<file path="src/rtl/rc4_pkg.sv">
// rtl/rc4_pkg.sv - shared RC4 types, sizes and secret-key byte-lane order

package rc4_pkg;

    // Sizes of the S array and of the secret key
    localparam int S_DEPTH   = 256;
    localparam int KEY_BYTES = 3;
    localparam int KEY_W     = 8 * KEY_BYTES;

    // Per-iteration key-schedule FSM plus its idle/finished states
    typedef enum logic [2:0] {
        IDLE = 3'd0,
        RD_I = 3'd1,
        LD_I = 3'd2,
        RD_J = 3'd3,
        LD_J = 3'd4,
        WR_I = 3'd5,
        WR_J = 3'd6,
        DONE = 3'd7
    } ks_state_t;

    // key[0] sits in the most significant byte lane of the packed secret key
    function automatic int key_lane_lsb(input int idx, input int nbytes);
        return (nbytes - 1 - idx) * 8;
    endfunction

endpackage

</file>
<file path="src/rtl/rc4_key_byte_sel.sv">
// rtl/rc4_key_byte_sel.sv - selects key[k] from the packed secret key

module rc4_key_byte_sel
    import rc4_pkg::*;
#(
    parameter int NBYTES = rc4_pkg::KEY_BYTES,
    parameter int KW     = (NBYTES > 1) ? $clog2(NBYTES) : 1
) (
    input  logic [8*NBYTES-1:0] key_i,
    input  logic [KW-1:0]       k_i,
    output logic [7:0]          byte_o
);

    // Plain mux over the byte lanes; out-of-range k yields zero
    always_comb begin
        byte_o = 8'h00;
        for (int b = 0; b < NBYTES; b++) begin
            if (k_i == KW'(b)) begin
                byte_o = key_i[key_lane_lsb(b, NBYTES) +: 8];
            end
        end
    end

endmodule

</file>
<file path="src/rtl/rc4_key_schedule.sv">
// rtl/rc4_key_schedule.sv - RC4 key-scheduling swap loop over the shared S RAM

module rc4_key_schedule
    import rc4_pkg::*;
#(
    parameter int KEY_BYTES = rc4_pkg::KEY_BYTES,
    parameter int S_DEPTH   = rc4_pkg::S_DEPTH
) (
    input  logic                       clk,
    input  logic                       reset,
    input  logic                       start,
    input  logic [8*KEY_BYTES-1:0]     secret_key,
    output logic [$clog2(S_DEPTH)-1:0] s_address,
    output logic [7:0]                 s_data,
    output logic                       s_wren,
    input  logic [7:0]                 s_q,
    output logic                       busy,
    output logic                       done
);

    localparam int AW = $clog2(S_DEPTH);
    localparam int KW = (KEY_BYTES > 1) ? $clog2(KEY_BYTES) : 1;
    localparam logic [AW-1:0] I_LAST = AW'(S_DEPTH - 1);
    localparam logic [KW-1:0] K_LAST = KW'(KEY_BYTES - 1);

    ks_state_t state_q, state_d;

    logic [AW-1:0]          i_q, i_d;
    logic [AW-1:0]          j_q, j_d;
    logic [KW-1:0]          k_q, k_d;
    logic [7:0]             si_q, si_d;
    logic [7:0]             sj_q, sj_d;
    logic [8*KEY_BYTES-1:0] key_q, key_d;
    logic [7:0]             key_byte;

    rc4_key_byte_sel #(
        .NBYTES (KEY_BYTES),
        .KW     (KW)
    ) u_key_byte_sel (
        .key_i  (key_q),
        .k_i    (k_q),
        .byte_o (key_byte)
    );

    // State and loop registers; reset abandons any loop in progress
    always_ff @(posedge clk or negedge reset) begin
        if (!reset) begin
            state_q <= IDLE;
            i_q     <= '0;
            j_q     <= '0;
            k_q     <= '0;
            si_q    <= '0;
            sj_q    <= '0;
            key_q   <= '0;
        end else begin
            state_q <= state_d;
            i_q     <= i_d;
            j_q     <= j_d;
            k_q     <= k_d;
            si_q    <= si_d;
            sj_q    <= sj_d;
            key_q   <= key_d;
        end
    end

    // Next state: six cycles per iteration, start only honoured when not busy
    always_comb begin
        state_d = state_q;
        case (state_q)
            IDLE, DONE: if (start) state_d = RD_I;
            RD_I:       state_d = LD_I;
            LD_I:       state_d = RD_J;
            RD_J:       state_d = LD_J;
            LD_J:       state_d = WR_I;
            WR_I:       state_d = WR_J;
            WR_J:       state_d = (i_q == I_LAST) ? DONE : RD_I;
            default:    state_d = IDLE;
        endcase
    end

    // Loop datapath: j accumulates mod 2^AW, k is a wrapping counter rather than i mod KEY_BYTES
    always_comb begin
        i_d   = i_q;
        j_d   = j_q;
        k_d   = k_q;
        si_d  = si_q;
        sj_d  = sj_q;
        key_d = key_q;
        case (state_q)
            IDLE, DONE: begin
                if (start) begin
                    key_d = secret_key;
                    i_d   = '0;
                    j_d   = '0;
                    k_d   = '0;
                end
            end
            LD_I: begin
                si_d = s_q;
                j_d  = j_q + AW'(s_q) + AW'(key_byte);
            end
            LD_J: begin
                sj_d = s_q;
            end
            WR_J: begin
                i_d = i_q + AW'(1);
                k_d = (k_q == K_LAST) ? '0 : k_q + KW'(1);
            end
            default: ;
        endcase
    end

    // RAM port and status decoded from registered state only
    always_comb begin
        s_address = '0;
        s_data    = 8'h00;
        s_wren    = 1'b0;
        busy      = 1'b0;
        done      = 1'b0;
        case (state_q)
            RD_I, LD_I: begin
                s_address = i_q;
                busy      = 1'b1;
            end
            RD_J, LD_J: begin
                s_address = j_q;
                busy      = 1'b1;
            end
            WR_I: begin
                s_address = i_q;
                s_data    = sj_q;
                s_wren    = 1'b1;
                busy      = 1'b1;
            end
            WR_J: begin
                s_address = j_q;
                s_data    = si_q;
                s_wren    = 1'b1;
                busy      = 1'b1;
            end
            DONE:    done = 1'b1;
            default: ;
        endcase
    end

endmodule

</file>
<file path="config.mk">
export PLATFORM = sky130hd
export DESIGN_NAME = rc4_key_schedule
export DESIGN_NICKNAME = d
export VERILOG_FILES = /design/src/rtl/rc4_pkg.sv /design/src/rtl/rc4_key_byte_sel.sv /design/src/rtl/rc4_key_schedule.sv
export SDC_FILE = /design/constraint.sdc
export NUM_CORES = 1
export LEC_CHECK = 0
export CAP_MARGIN = 25
export CORE_UTILIZATION = 45
export CTS_BUF_LIST = sky130_fd_sc_hd__clkbuf_16
export DETAILED_ROUTE_END_ITERATION = 6
export PLACE_DENSITY = 0.71
export SLEW_MARGIN = 5
export SYNTH_ARGS = -nofsm -noshare
export SYNTH_HDL_FRONTEND = slang
export SYNTH_SLANG_ARGS = --single-unit
</file>
<file path="constraint.sdc">
create_clock -name clk -period 2.55 [get_ports clk]
set_input_delay 0.3825 -clock clk [delete_from_list [all_inputs] [get_ports clk]]
set_output_delay 0.3825 -clock clk [all_outputs]
set_load 0.005 [all_outputs]
</file>
-- After elaboration in Yosys (flattened, before gate mapping)
Index checks and enable logic that the tools add are counted.
- register bits: 61
- input bits: 35
- output and inout bits: 19
- word-level logic and storage cells: 51
- add/subtract/negate cells: 4
- eq/ne operators: 11
- muxes and demuxes: 17
- reduce and logical (&&, ||, !) cells: 12
- operators by type and width (cell ; number):
    case mux 8 bit (2 select lines) ; 4
    2-to-1 mux 8 bit ; 4
    case mux 3 bit (7 select lines) ; 1
    adder 8 bit ; 2
    equality test 3 bit (second input constant) ; 4
    adder 8 x 1 -> 8 bit (second input constant) ; 1
    equality test 8 bit (second input constant) ; 1
    equality test 3 x 2 -> 1 bit (second input constant) ; 2
    2-to-1 mux 3 bit ; 2
    AND reduction 2 bit ; 3
    OR reduction 3 bit ; 2
    OR reduction 6 bit ; 1
    2-to-1 mux 2 bit ; 2
    case mux 2 bit (2 select lines) ; 1
    nonzero test 2 bit ; 2
    OR reduction 2 bit ; 2
    equality test 3 x 1 -> 1 bit (second input constant) ; 1
    logical NOT 3 bit ; 1
    2-to-1 mux 1 bit ; 3
    adder 2 x 1 -> 2 bit (second input constant) ; 1
    equality test 2 x 1 -> 1 bit (second input constant) ; 1
    equality test 2 bit (second input constant) ; 1
    logical NOT 2 bit ; 1
    != test 2 bit (second input constant) ; 1

-- Logic depth before layout (Yosys ltp)
Gate-level depths: netlist of the first run.
- word-level depth: 6
- mapped depth: 13
- gate-level depth less buffers: 12

-- By module
Synthesis of the first run repeated with hierarchy kept, for this count alone.
- cells, all modules: 325
- area total of the unflattened synthesis: 3415.8 um2
- by module, submodules not included (module ; times used ; cells each ; area each (um2) ; sequential area each (um2)):
    rc4_key_schedule ; 1 ; 305 ; 3218.1 ; 1526.5
    rc4_key_byte_sel ; 1 ; 20 ; 197.7 ; 0.0

-- Worst setup path after synthesis of the first run
OpenSTA, ideal clock, no wires.
- path type: register to register
- start point: register k_q[0]
- end point: register j_q[7]
- setup time: 0.124 ns
- data arrival time: 2.504 ns
- required time: 2.426 ns
- setup slack: -0.078 ns
- cell stages (with the launch flop): 13
- buffers on the path: 1
- period minus slack after synthesis: 2.628 ns
- cell sequence: dfrtp_1 -> buf_2 -> mux2i_1 -> o21ai_0 -> fa_1 -> ha_1 -> inv_1 -> fa_1 -> nor2b_1 -> o31a_1 -> o22ai_1 -> xnor2_1 -> o21ai_1
- cells in the longest elaborated chain, start to end: 6
- elaborated cells between the ends (all ways): 8
- classes of those cells: 1 x add/sub; 2 x eq/ne; 4 x mux; 1 x reduce/logical
- RTL lines (element ; line ; text):
    start: declaration ; rc4_key_schedule.sv:30 ; logic [KW-1:0] k_q, k_d;
    start signal: assignment ; rc4_key_schedule.sv:59 ; k_q <= k_d;
    logical NOT 2 bit ; rc4_key_byte_sel.sv:18 ; if (k_i == KW'(b)) begin
    2-to-1 mux 8 bit (2 in series) ; rc4_key_byte_sel.sv:18 ;
    2-to-1 mux 8 bit * ; rc4_key_byte_sel.sv:18 ;
    adder 8 bit * ; rc4_key_schedule.sv:100 ; j_d = j_q + AW'(s_q) + AW'(key_byte);
    case mux 8 bit (2 select lines) * ; rc4_key_schedule.sv:89 ; case (state_q)
    end signal: assignment ; rc4_key_schedule.sv:58 ; j_q <= j_d;
    end: declaration ; rc4_key_schedule.sv:29 ; logic [AW-1:0] j_q, j_d;
Every way passes the cells marked *; elsewhere a longest branch is shown, timed or not.
A chain may end at the register's enable or synchronous reset.

-- Final worst setup path of the first run
- start point: register k_q[0]
- end point: register j_q[6]
The elaborated chain is that of the path after synthesis.

==> impl_metrics.env, run 1 <==
export IMPL_synth_edf_count=0
export IMPL_slowest_delay_ns=0.45
export IMPL_start_util_pct=46.8
export IMPL_ios=54
export IMPL_rows=31
export IMPL_rsz0062_at_grt="yes"
export IMPL_arrival_ns=2.77
export IMPL_drive_above_1_share_pct=16.5
export IMPL_hold_viol=0
export IMPL_use_met3_pct=4.06
export IMPL_dieWidth_microns=89.1
export IMPL_p_clk_share_pct=16.3
export IMPL_synthFlopType="dfrtp_1"
export IMPL_fp_dieH_microns=89.1
export IMPL_first_iter_violations=137
export IMPL_routed_wl_microns=7690
export IMPL_antenna_found_initial=0
export IMPL_setup_worst_path_class="flip-flop to flip-flop"
export IMPL_grt_pass1_vias=2598
export IMPL_die_area_sq_um=7930
export IMPL_met2_usage_pct=35.9
export IMPL_syn_instance_count=327
export IMPL_intPower_uw=3940
export IMPL_yosys_warnings=0
export IMPL_diodes=0
export IMPL_yosys_register_bits=61
export IMPL_switching_share_pct=38.5
export IMPL_ir_worst_vdd_v=0.000590
export IMPL_violations="setup timing"
export IMPL_antenna_left=0
export IMPL_place_hpwl_microns=5770
export IMPL_holdWs_ns=0.122
export IMPL_cp_required_ns=2.76
export IMPL_period_share_pct=100
export IMPL_crit_path_end_kind="flip-flop"
export IMPL_worstSkewPairLatency_ns=0.32
export IMPL_crit_chain="buf_4, mux2i_2, o21ai_1, fa_1, ha_1, buf_4, a21o_1, a21oi_2, mux2i_1, nand2_1"
export IMPL_p_per_area_nw_per_um2=1430
export IMPL_core_area_sq_um=7290
export IMPL_p_total_uw=6400
export IMPL_cts_tree="done"
export IMPL_startpoint_type="flip-flop"
export IMPL_async_reset_ff_share_pct=100
export IMPL_gp_congestion=0.818
export IMPL_fillCellCount=644
export IMPL_avgSynthCellArea_sq_um=10.4
export IMPL_drcViolationCount=0
export IMPL_finalCriticalPeriod_ns=2.56
export IMPL_grt_overflow=0
export IMPL_status="finished, violations left"
export IMPL_slew_headroom_pct=51.0
export IMPL_cp_max_fo=5
export IMPL_cts_made_buffers=9
export IMPL_viasPerCell=5.33
export IMPL_drv_slew=0
export IMPL_cts_sinks=61
export IMPL_final_cells=500
export IMPL_vias=2663
export IMPL_htreeDepth=3
export IMPL_avgRoutedWirePerCell_microns=15.4
export IMPL_worstMarginPinSlew_ns=0.736
export IMPL_drv_cap=0
export IMPL_r2r_cells=10
export IMPL_cts_max_path_buffers=2
export IMPL_setup_viol=1
export IMPL_clkSlewWorstSetupHoldPaths_ns=0.05
export IMPL_power_frac_comb_pct=55.7
export IMPL_final_util_pct=61.2
export IMPL_met1_usage_pct=29.0
export IMPL_hold_path_class="input pin to async pin"
export IMPL_clock_root_buffer="clkbuf_16"
export IMPL_p_seq_share_pct=27.9
export IMPL_fin_ws_ns=-0.00511
export IMPL_grt_max_degree=33
export IMPL_fmax_ghz=0.391
export IMPL_skew_ns=0.00481
export IMPL_grt_total_usage_pct=21.7
export IMPL_ys_types=43
export IMPL_dp_cells=482
export IMPL_synth_nets=377
export IMPL_fin_nets=446
export IMPL_ys_seq_area_share_pct=44.7
export IMPL_syn_area_sq_um=3410
export IMPL_syn_to_final_growth_pct=30.8
export IMPL_p_leak_uw=0.00194
export IMPL_cpMaxStageDelayCell="dfrtp_2"
export IMPL_io_buffers=53
export IMPL_cp_common_cell="buf_4"
export IMPL_grt_pass1_wl_microns=12700
export IMPL_top_usage_layer="met2"
export IMPL_p_sw_uw=2460
export IMPL_drt_pass1_iterations=4
export IMPL_place_ws_ns=-0.298
==> flip-flops by register name, summed over array words and instances (netlist names) <==
register and cells:
k_q 2, si_q 8, key_q 24, state_q 3
sj_q 8, j_q 8, i_q 8
==> synth_stat cells (7+ instances only) <==
library cell  count  area (sq um)
ha_1              7          87.6
dfrtp_1          61          1530
o21ai_0          16          80.1
fa_1              8           160
mux2i_1          18           180
nand2_1          47           176
buf_2            11          55.1
inv_1             7          26.3
nor2_1           13          48.8
o21ai_1          16          80.1
mux2_1           28           315
nand3_1           8          40.0
a22oi_1          16           120
nor2b_1          13          81.3
==> per-stage QoR <==
step                 TNS, ns  cell area (sq um)
finish              -0.00511               4460
global route          -0.352               4460
CTS                   -0.135               4440
detailed placement    -0.730               4140
global placement      -0.545               4140
floorplan                  0               3420
==> repair_timing <==
action | 4_1_cts | 5_1_grt
resized for setup | 13 | 10
gates cloned | 0 | 0
buffers inserted | 2 | 0
setup endpoints to repair | 3 | 8
hold buffers | 0 | 0
pin swaps | 9 | 13
==> area by class of cell <==
type	count	area, sq um	area share (%)
clock buffers	9	225	5.05
clock inverters	7	33.8	0.757
inverters	7	26.3	0.589
multi-input cells	238	1790	40.2
flip-flops and latches	61	1530	34.2
well taps	99	124	2.78
repair buffers	79	733	16.4
==> metal layers <==
metal  up-vias  part of all wire [%]
li1       1278                     -
met1      1290                    46
met2        85                    48
met3        10                   5.3
met4         0                   1.5
met5         -                     0
==> cell families (layout without fill, tap and decap cells) <==
kind of cell	count (synthesis)	in the layout	share of synthesized area (%)
adders and majority gates	15	15	7.26
buffers and inverters	28	102	4.25
AOI/OAI and AO/OA	70	70	12.9
and+or+nand+nor	97	97	13.5
DFF	61	61	44.7
xor gates and xnor gates	6	6	1.54
muxes	50	50	15.8
==> critical path, delay by kind of cell (launching register included) <==
| family | cells | cell delay (ns) |
|---|---|---|
| adders and majority gates | 2 | 0.76 |
| AOI/OAI and AO/OA | 3 | 0.52 |
| DFF | 1 | 0.45 |
| muxes | 2 | 0.35 |
| buffers and inverters | 2 | 0.32 |
| and+or+nand+nor | 1 | 0.06 |
==> cells in the final DEF (no fill, tap or decap), types with 3 or more instances in the layout <==
master / synthesis / final
a21o_1: 3 / 3
a21oi_1: 5 / 3
a22oi_1: 16 / 16
a31oi_1: 3 / 3
buf_4: 3 / 25
clkbuf_16: 0 / 9
clkdlybuf4s50_1: 0 / 52
clkinv_2: 0 / 3
dfrtp_1: 61 / 60
fa_1: 8 / 7
ha_1: 7 / 6
inv_1: 7 / 7
mux2_1: 28 / 28
mux2_2: 4 / 4
mux2i_1: 18 / 15
mux2i_2: 0 / 3
nand2_1: 47 / 45
nand2b_1: 3 / 3
nand3_1: 8 / 8
nor2_1: 13 / 13
nor2b_1: 13 / 12
o21ai_0: 16 / 10
o21ai_1: 16 / 18
o21ai_2: 0 / 4
xnor2_1: 4 / 4
==> final timing paths <==
kind	startpoint	to	slack, ns
worst min register to register	si_q[7]	si_q[7]	0.48
min in group clk	si_q[7]	si_q[7]	0.48
worst min-delay path	reset	key_q[10]	0.12
worst max register to register	k_q[0]	j_q[6]	-0.005
max in group asynchronous	reset	k_q[0]	1.80
worst max-delay path	k_q[0]	j_q[6]	-0.005
==> power groups by stage <==
stage | clock network [uW] | logic (uW) | registers, uW
2_1_floorplan | 0 | 2370 | 1640
3_3_place_gp | 0 | 3200 | 1760
3_5_place_dp | 0 | 3330 | 1780
4_1_cts | 1060 | 3540 | 1770
5_1_grt | 1110 | 3930 | 1850
6_report | 1040 | 3570 | 1790
Power figures use the tool's default switching activity.
==> inputs of run 2 (changes only) <==
--- a/config.mk
+++ b/config.mk
@@ -6,6 +6,7 @@
 export NUM_CORES = 1
 export LEC_CHECK = 0
 export CAP_MARGIN = 25
+export CORE_MARGIN = 2
 export CORE_UTILIZATION = 45
 export CTS_BUF_LIST = sky130_fd_sc_hd__clkbuf_16
 export DETAILED_ROUTE_END_ITERATION = 6
==> run 2 against run 1 <==
The run still ends with setup timing left. Cell area is 0.50% lower. First-iteration DRC count down 0.73%. Register-to-register slack lost 0.03 ns. Maximum frequency decreased by 1.0%. Clock-buffer cell count stayed put. Via count fell by 1.5%. Cell count is 0.80% lower. Core utilization is 0.31 points lower. Wire length down 0.26%. Clock skew shrank 0.0013 ns. Critical endpoint unchanged.
==> impl_metrics.env, run 2 (synthesis gave the netlist of run 1 again) <==
export IMPL_status="finished, violations left"
export IMPL_violations="setup timing"
export IMPL_final_area_sq_um=4440
export IMPL_viasPerCell=5.29
export IMPL_final_cell_mix="dfrtp_1 (59), clkdlybuf4s50_1 (52), nand2_1 (46), mux2_1 (28), buf_4 (21)"
export IMPL_fin_nets=443
export IMPL_place_hpwl_microns=5690
export IMPL_drv_cap=0
export IMPL_largest_register="key_q"
export IMPL_slew_headroom_pct=44.9
export IMPL_drt_pass1_iterations=4
export IMPL_drv_slew=0
export IMPL_cts_sinks=61
export IMPL_cp_required_ns=2.76
export IMPL_grt_pass1_wl_microns=13100
export IMPL_fmax_ghz=0.387
export IMPL_multi_input_area_sq_um=1780
export IMPL_ios=54
export IMPL_start_util_pct=46.8
export IMPL_hold_viol=0
export IMPL_antenna_found_initial=0
export IMPL_r2r_cells=10
export IMPL_p_per_area_nw_per_um2=1440
export IMPL_p_leak_uw=0.00193
export IMPL_cts_tree="done"
export IMPL_worstSkewPairLatency_ns=0.32
export IMPL_clkSlewWorstSetupHoldPaths_ns=0.05
export IMPL_arrival_ns=2.79
export IMPL_layout_commonest_cell="dfrtp_1"
export IMPL_gp_congestion=0.847
export IMPL_io_buffers=53
export IMPL_vias=2624
export IMPL_cp_max_fo=5
export IMPL_htreeDepth=3
export IMPL_grt_max_degree=32
export IMPL_die_area_sq_um=8290
export IMPL_r2r_end="j_q[6]"
export IMPL_cp_buffers_inverters=1
export IMPL_rows=31
export IMPL_setup_worst_path_class="flip-flop to flip-flop"
export IMPL_crit_path_start="k_q[0]"
export IMPL_cp_common_cell="a21o_1"
export IMPL_fp_dieH_microns=91.1
export IMPL_dpl_cell_area_sq_um=4130
export IMPL_setup_viol=2
export IMPL_fillCellCount=629
export IMPL_cts_made_buffers=9
export IMPL_largest_register_ff_count=24
export IMPL_crit_chain="buf_4, mux2i_2, o21ai_2, fa_1, ha_1, a21o_1, a21o_1, a21oi_2, mux2i_1, nand2_1"
export IMPL_rsz0062_at_grt="yes"
export IMPL_drcViolationCount=0
export IMPL_skew_ns=0.00347
export IMPL_p_total_uw=6400
export IMPL_clock_root_buffer="clkbuf_16"
export IMPL_dieWidth_microns=91.1
export IMPL_syn_to_final_growth_pct=30.1
export IMPL_antenna_left=0
export IMPL_r2r_slack_ns=-0.03
export IMPL_core_area_sq_um=7290
export IMPL_crit_path_end_kind="flip-flop"
export IMPL_hold_path_class="input pin to async pin"
export IMPL_regToRegStartpoint="k_q[0]"
export IMPL_diodes=0
export IMPL_finalCriticalPeriod_ns=2.58
export IMPL_period_share_pct=101
export IMPL_first_iter_violations=136
export IMPL_ir_worst_vdd_v=0.000713
export IMPL_final_seq_area_sq_um=1530
export IMPL_grt_total_usage_pct=19.9
export IMPL_drive_above_1_share_pct=15.4
export IMPL_avgRoutedWirePerCell_microns=15.5
export IMPL_routed_wl_microns=7670
export IMPL_crit_end="j_q[6]"
export IMPL_startpoint_type="flip-flop"
export IMPL_slowest_delay_ns=0.46
export IMPL_worstMarginPinSlew_ns=0.826
export IMPL_grt_overflow=0
export IMPL_crit_family="adder cells"
export IMPL_grt_pass1_vias=2694
export IMPL_cts_max_path_buffers=2
export IMPL_cp_depth=10
export IMPL_cpMaxStageDelayCell="fa_1"
export IMPL_fin_ws_ns=-0.0314
## run 2: through the flow
step	hold slack (ns)	TNS, ns	util [%]	setup WS [ns]	cells
after floorplan	0.0869	0	-	0.00612	327
after CTS	0.126	-0.273	60.6	-0.0947	495
after global placement	0.462	-0.553	56.6	-0.240	479
final	0.115	-0.0373	60.9	-0.0314	496
after global routing	0.167	-0.459	60.9	-0.173	496
after detailed placement	0.463	-0.784	56.6	-0.314	479
## run 2: layer usage
metal / share of wire (%) / global-route usage (%) / vias to the layer above
met4: 2.0 / 8.08 / 0
met5: 0 / 0 / -
met2: 47 / 31.2 / 70
li1: - / - / 1269
met3: 4.7 / 3.73 / 13
met1: 46 / 27.3 / 1272
## run 2: worst register-to-register path: stages (launching register included)
cell	delay, ns
dfrtp_2	0.44
buf_4	0.15
mux2i_2	0.14
o21ai_2	0.17
fa_1	0.46
ha_1	0.31
a21o_1	0.18
a21o_1	0.20
a21oi_2	0.17
mux2i_1	0.19
nand2_1	0.06
## run 2: final cells by class
type / count / share of cell area (%)
Multi-Input combinational cell: 238 / 40.1
Sequential cell: 61 / 34.4
Timing Repair Buffer: 76 / 16.3
Clock buffer: 9 / 5.07
Tap cell: 99 / 2.79
Clock inverter: 6 / 0.704
Inverter: 7 / 0.592
## run 2: worst min path at each step
stage | start | to | cells past startpoint
2_1_floorplan | reset | i_q[0] | 0
3_3_place_gp | si_q[5] | si_q[5] | 2
3_5_place_dp | si_q[5] | si_q[5] | 2
4_1_cts | reset | key_q[10] | 1
5_1_grt | reset | key_q[10] | 1
6_report | reset | key_q[10] | 1
## run 2: where the power goes
group / total, uW / switching, uW / internal, uW
logic: 3590 / 1690 / 1900
clock network: 1040 / 405 / 639
registers: 1770 / 344 / 1420
## run 2: timing repair
item | CTS | global route
setup buffers | 2 | 1
pin swaps | 7 | 6
gates resized for setup | 13 | 4
hold buffers | 0 | 0
setup endpoints to repair | 4 | 6
==> edit: new RTL, flow settings as in run 2 <==
The 8 states of `ks_state_t` get a Gray code encoding in 3 bits.
--- a/src/rtl/rc4_pkg.sv
+++ b/src/rtl/rc4_pkg.sv
@@ -11,10 +11,10 @@
     typedef enum logic [2:0] {
-        IDLE = 3'd0,
-        RD_I = 3'd1,
-        LD_I = 3'd2,
-        RD_J = 3'd3,
-        LD_J = 3'd4,
-        WR_I = 3'd5,
-        WR_J = 3'd6,
-        DONE = 3'd7
+        IDLE = 3'b000,
+        RD_I = 3'b001,
+        LD_I = 3'b011,
+        RD_J = 3'b010,
+        LD_J = 3'b110,
+        WR_I = 3'b111,
+        WR_J = 3'b101,
+        DONE = 3'b100
     } ks_state_t;
Function: same outputs for any inputs over 10 cycles, from zero or initial values and one cycle with reset low; not proved beyond that.
==> edit against run 2 <==
  * Worst setup slack got worse by 0.033 ns
  * Sequential cell count is the same
  * Critical endpoint is now j_q[5]
  * Area after synthesis decreased by 5.8%
  * Routed wire length decreased by 8.7%
  * The flow still finishes with violations (negative setup slack)
  * Design area decreased by 4.4%
  * Final cell count is 6.9% lower
Power is not compared: it rests on default switching activity, and its combinational part moved more than twofold at a synthesized area within 25%.
==> edit: results (changes against run 2) <==
Placed design
  • Post-placement cell area: 3920 sq um (-4.9%)
  • Weighted congestion at the end of routability-driven global placement: 0.860 (+1.6%)
  • HPWL after detailed placement: 4960 um (-13%)
  • Post-placement cell count: 445 (-7.1%)
  • Pre-CTS setup slack: -0.278 ns (+0.0365 ns)

Synthesis
  • Multiplexer share of the synthesized area: 16.5% (+0.63 points)
  • Share of the yosys chip area belonging to registers: 47.5% (+2.8 points)
  • Per-instance average area after synthesis: 11.0 sq um (+5.1%)
  • Leading post-synthesis cells by cell area: sky130_fd_sc_hd__dfrtp_1 48%, sky130_fd_sc_hd__mux2_2 11%, sky130_fd_sc_hd__mux2i_1 5.6%
  • XOR/XNOR share of the synthesized area: 1.36% (-0.18 points)
  • Area fraction in compound gates after synthesis: 11.2% (-1.7 points)
  • Post-synth cell types: 41 (-4.7%)
  • Most numerous cell types in the synthesized netlist: 61 x sky130_fd_sc_hd__dfrtp_1, 44 x sky130_fd_sc_hd__nand2_1, 30 x sky130_fd_sc_hd__mux2_2
  • Synthesized netlist net count: 343 (-9.0%)
  • Post-synthesis adder-cell area fraction: 7.71% (+0.45 points)

Final layout
  • Count of inserted antenna diode cells: 0 (unchanged)
  • Ratio of cells with drive above 1 in the final layout: 21.3% (+5.9 points)
  • Net total in the final layout: 411 (-7.2%)
  • Number of flip-flops under the largest register name: 24 (unchanged)

Timing
  • Tightest slew margin relative to the limit: 61.7% (+17 points)
  • Post-Route Setup TNS: -0.0988 ns (-0.0615 ns)
  • Clock skew: 0.00289 ns (-0.000581 ns)
  • Final setup violation count: 3 (+1)
  • Hold Slack: 0.0584 ns (-0.0565 ns)
  • Post-route setup slack: -0.0647 ns (-0.0333 ns)

Run status
  • Run status: finished, violations left
  • Failing checks: negative setup slack

Clock network
  • Num CTS Buffers: 9 (unchanged)
  • Clock Tree Buf Depth: 2 (unchanged)

Routing
  • Via/cell ratio: 5.17 (-2.3%)
  • Via Count: 2,389 (-9.0%)
  • Violation count after the first detailed-route iteration: 177 (+30%)
  • Number of detailed-routing iterations run before antenna repair: 5 (+1)
  • DR WL/cell: 15.2 um (-1.9%)

Global route
  • Global-route wire length before repair: 11,300 um (-13%)
  • Pin count of the biggest net entering global routing: 62 (+94%)
  • Total global-route track usage: 19.4% (-0.51 points)

Worst setup path
  • Logic depth of the worst register-to-register path: 11 (+1)
  • Worst Path Max Fanout: 5 (unchanged)
  • Arrival time reported for the critical path endpoint: 2.82 ns (+0.03 ns)
  • Critical register-to-register path startpoint: k_q[0]
  • Reg-to-Reg End: j_q[5]
  • Crit path max-delay cell type: sky130_fd_sc_hd__fa_1
  • Maximum cell stage delay along the critical path: 0.49 ns (+0.03 ns)

Pwr
  • Clk pwr share: 35.7%
  • Pwr/cell area: 755 nW/um^2
## edit: changes by cell type in the layout (fill, tap and decap cells not counted), moves of 5 or more
cell / change
sky130_fd_sc_hd__a22o_1: +12
sky130_fd_sc_hd__a22oi_1: -16
sky130_fd_sc_hd__buf_4: -7
sky130_fd_sc_hd__mux2_1: -27
sky130_fd_sc_hd__mux2_2: +26
sky130_fd_sc_hd__nand3_1: -6
sky130_fd_sc_hd__nor2_1: +5
sky130_fd_sc_hd__nor2b_1: -11
sky130_fd_sc_hd__o21ai_0: +7
sky130_fd_sc_hd__o21ai_1: -9
## edit: how the worst max path moves through the flow
stage	slack, ns	startpoint	cells after the start	to
floorplan	0.007	k_q[0]	12	j_q[7]
global placement	-0.23	s_q[1]	10	j_q[7]
detailed placement	-0.28	s_q[1]	10	j_q[7]
CTS	-0.05	k_q[0]	10	j_q[6]
global route	-0.20	k_q[0]	11	j_q[7]
finish	-0.06	k_q[0]	11	j_q[5]
## edit: layer usage
layer | vias up | track usage (%) | part of all wire [%]
met5 | - | 0 | 0
met4 | 0 | 9.23 | 1.9
met3 | 9 | 4.10 | 3.1
met2 | 44 | 30.5 | 50
met1 | 1165 | 25.8 | 45
li1 | 1171 | - | -
## edit: repair_timing
item	CTS	global route
endpoints found under the hold margin	0	0
buffers inserted	0	1
setup endpoints to repair	4	12
pin swaps	4	4
gates resized for setup	13	2
## edit: area by class of cell
class / count / area, sq um
multi-input combinational: 211 / 1630
inverter: 10 / 37.5
timing repair buffer: 68 / 651
clock buffer: 9 / 225
sequential: 61 / 1530
tap: 96 / 120
fill: 553 / 2630
clock inverter: 7 / 57.6
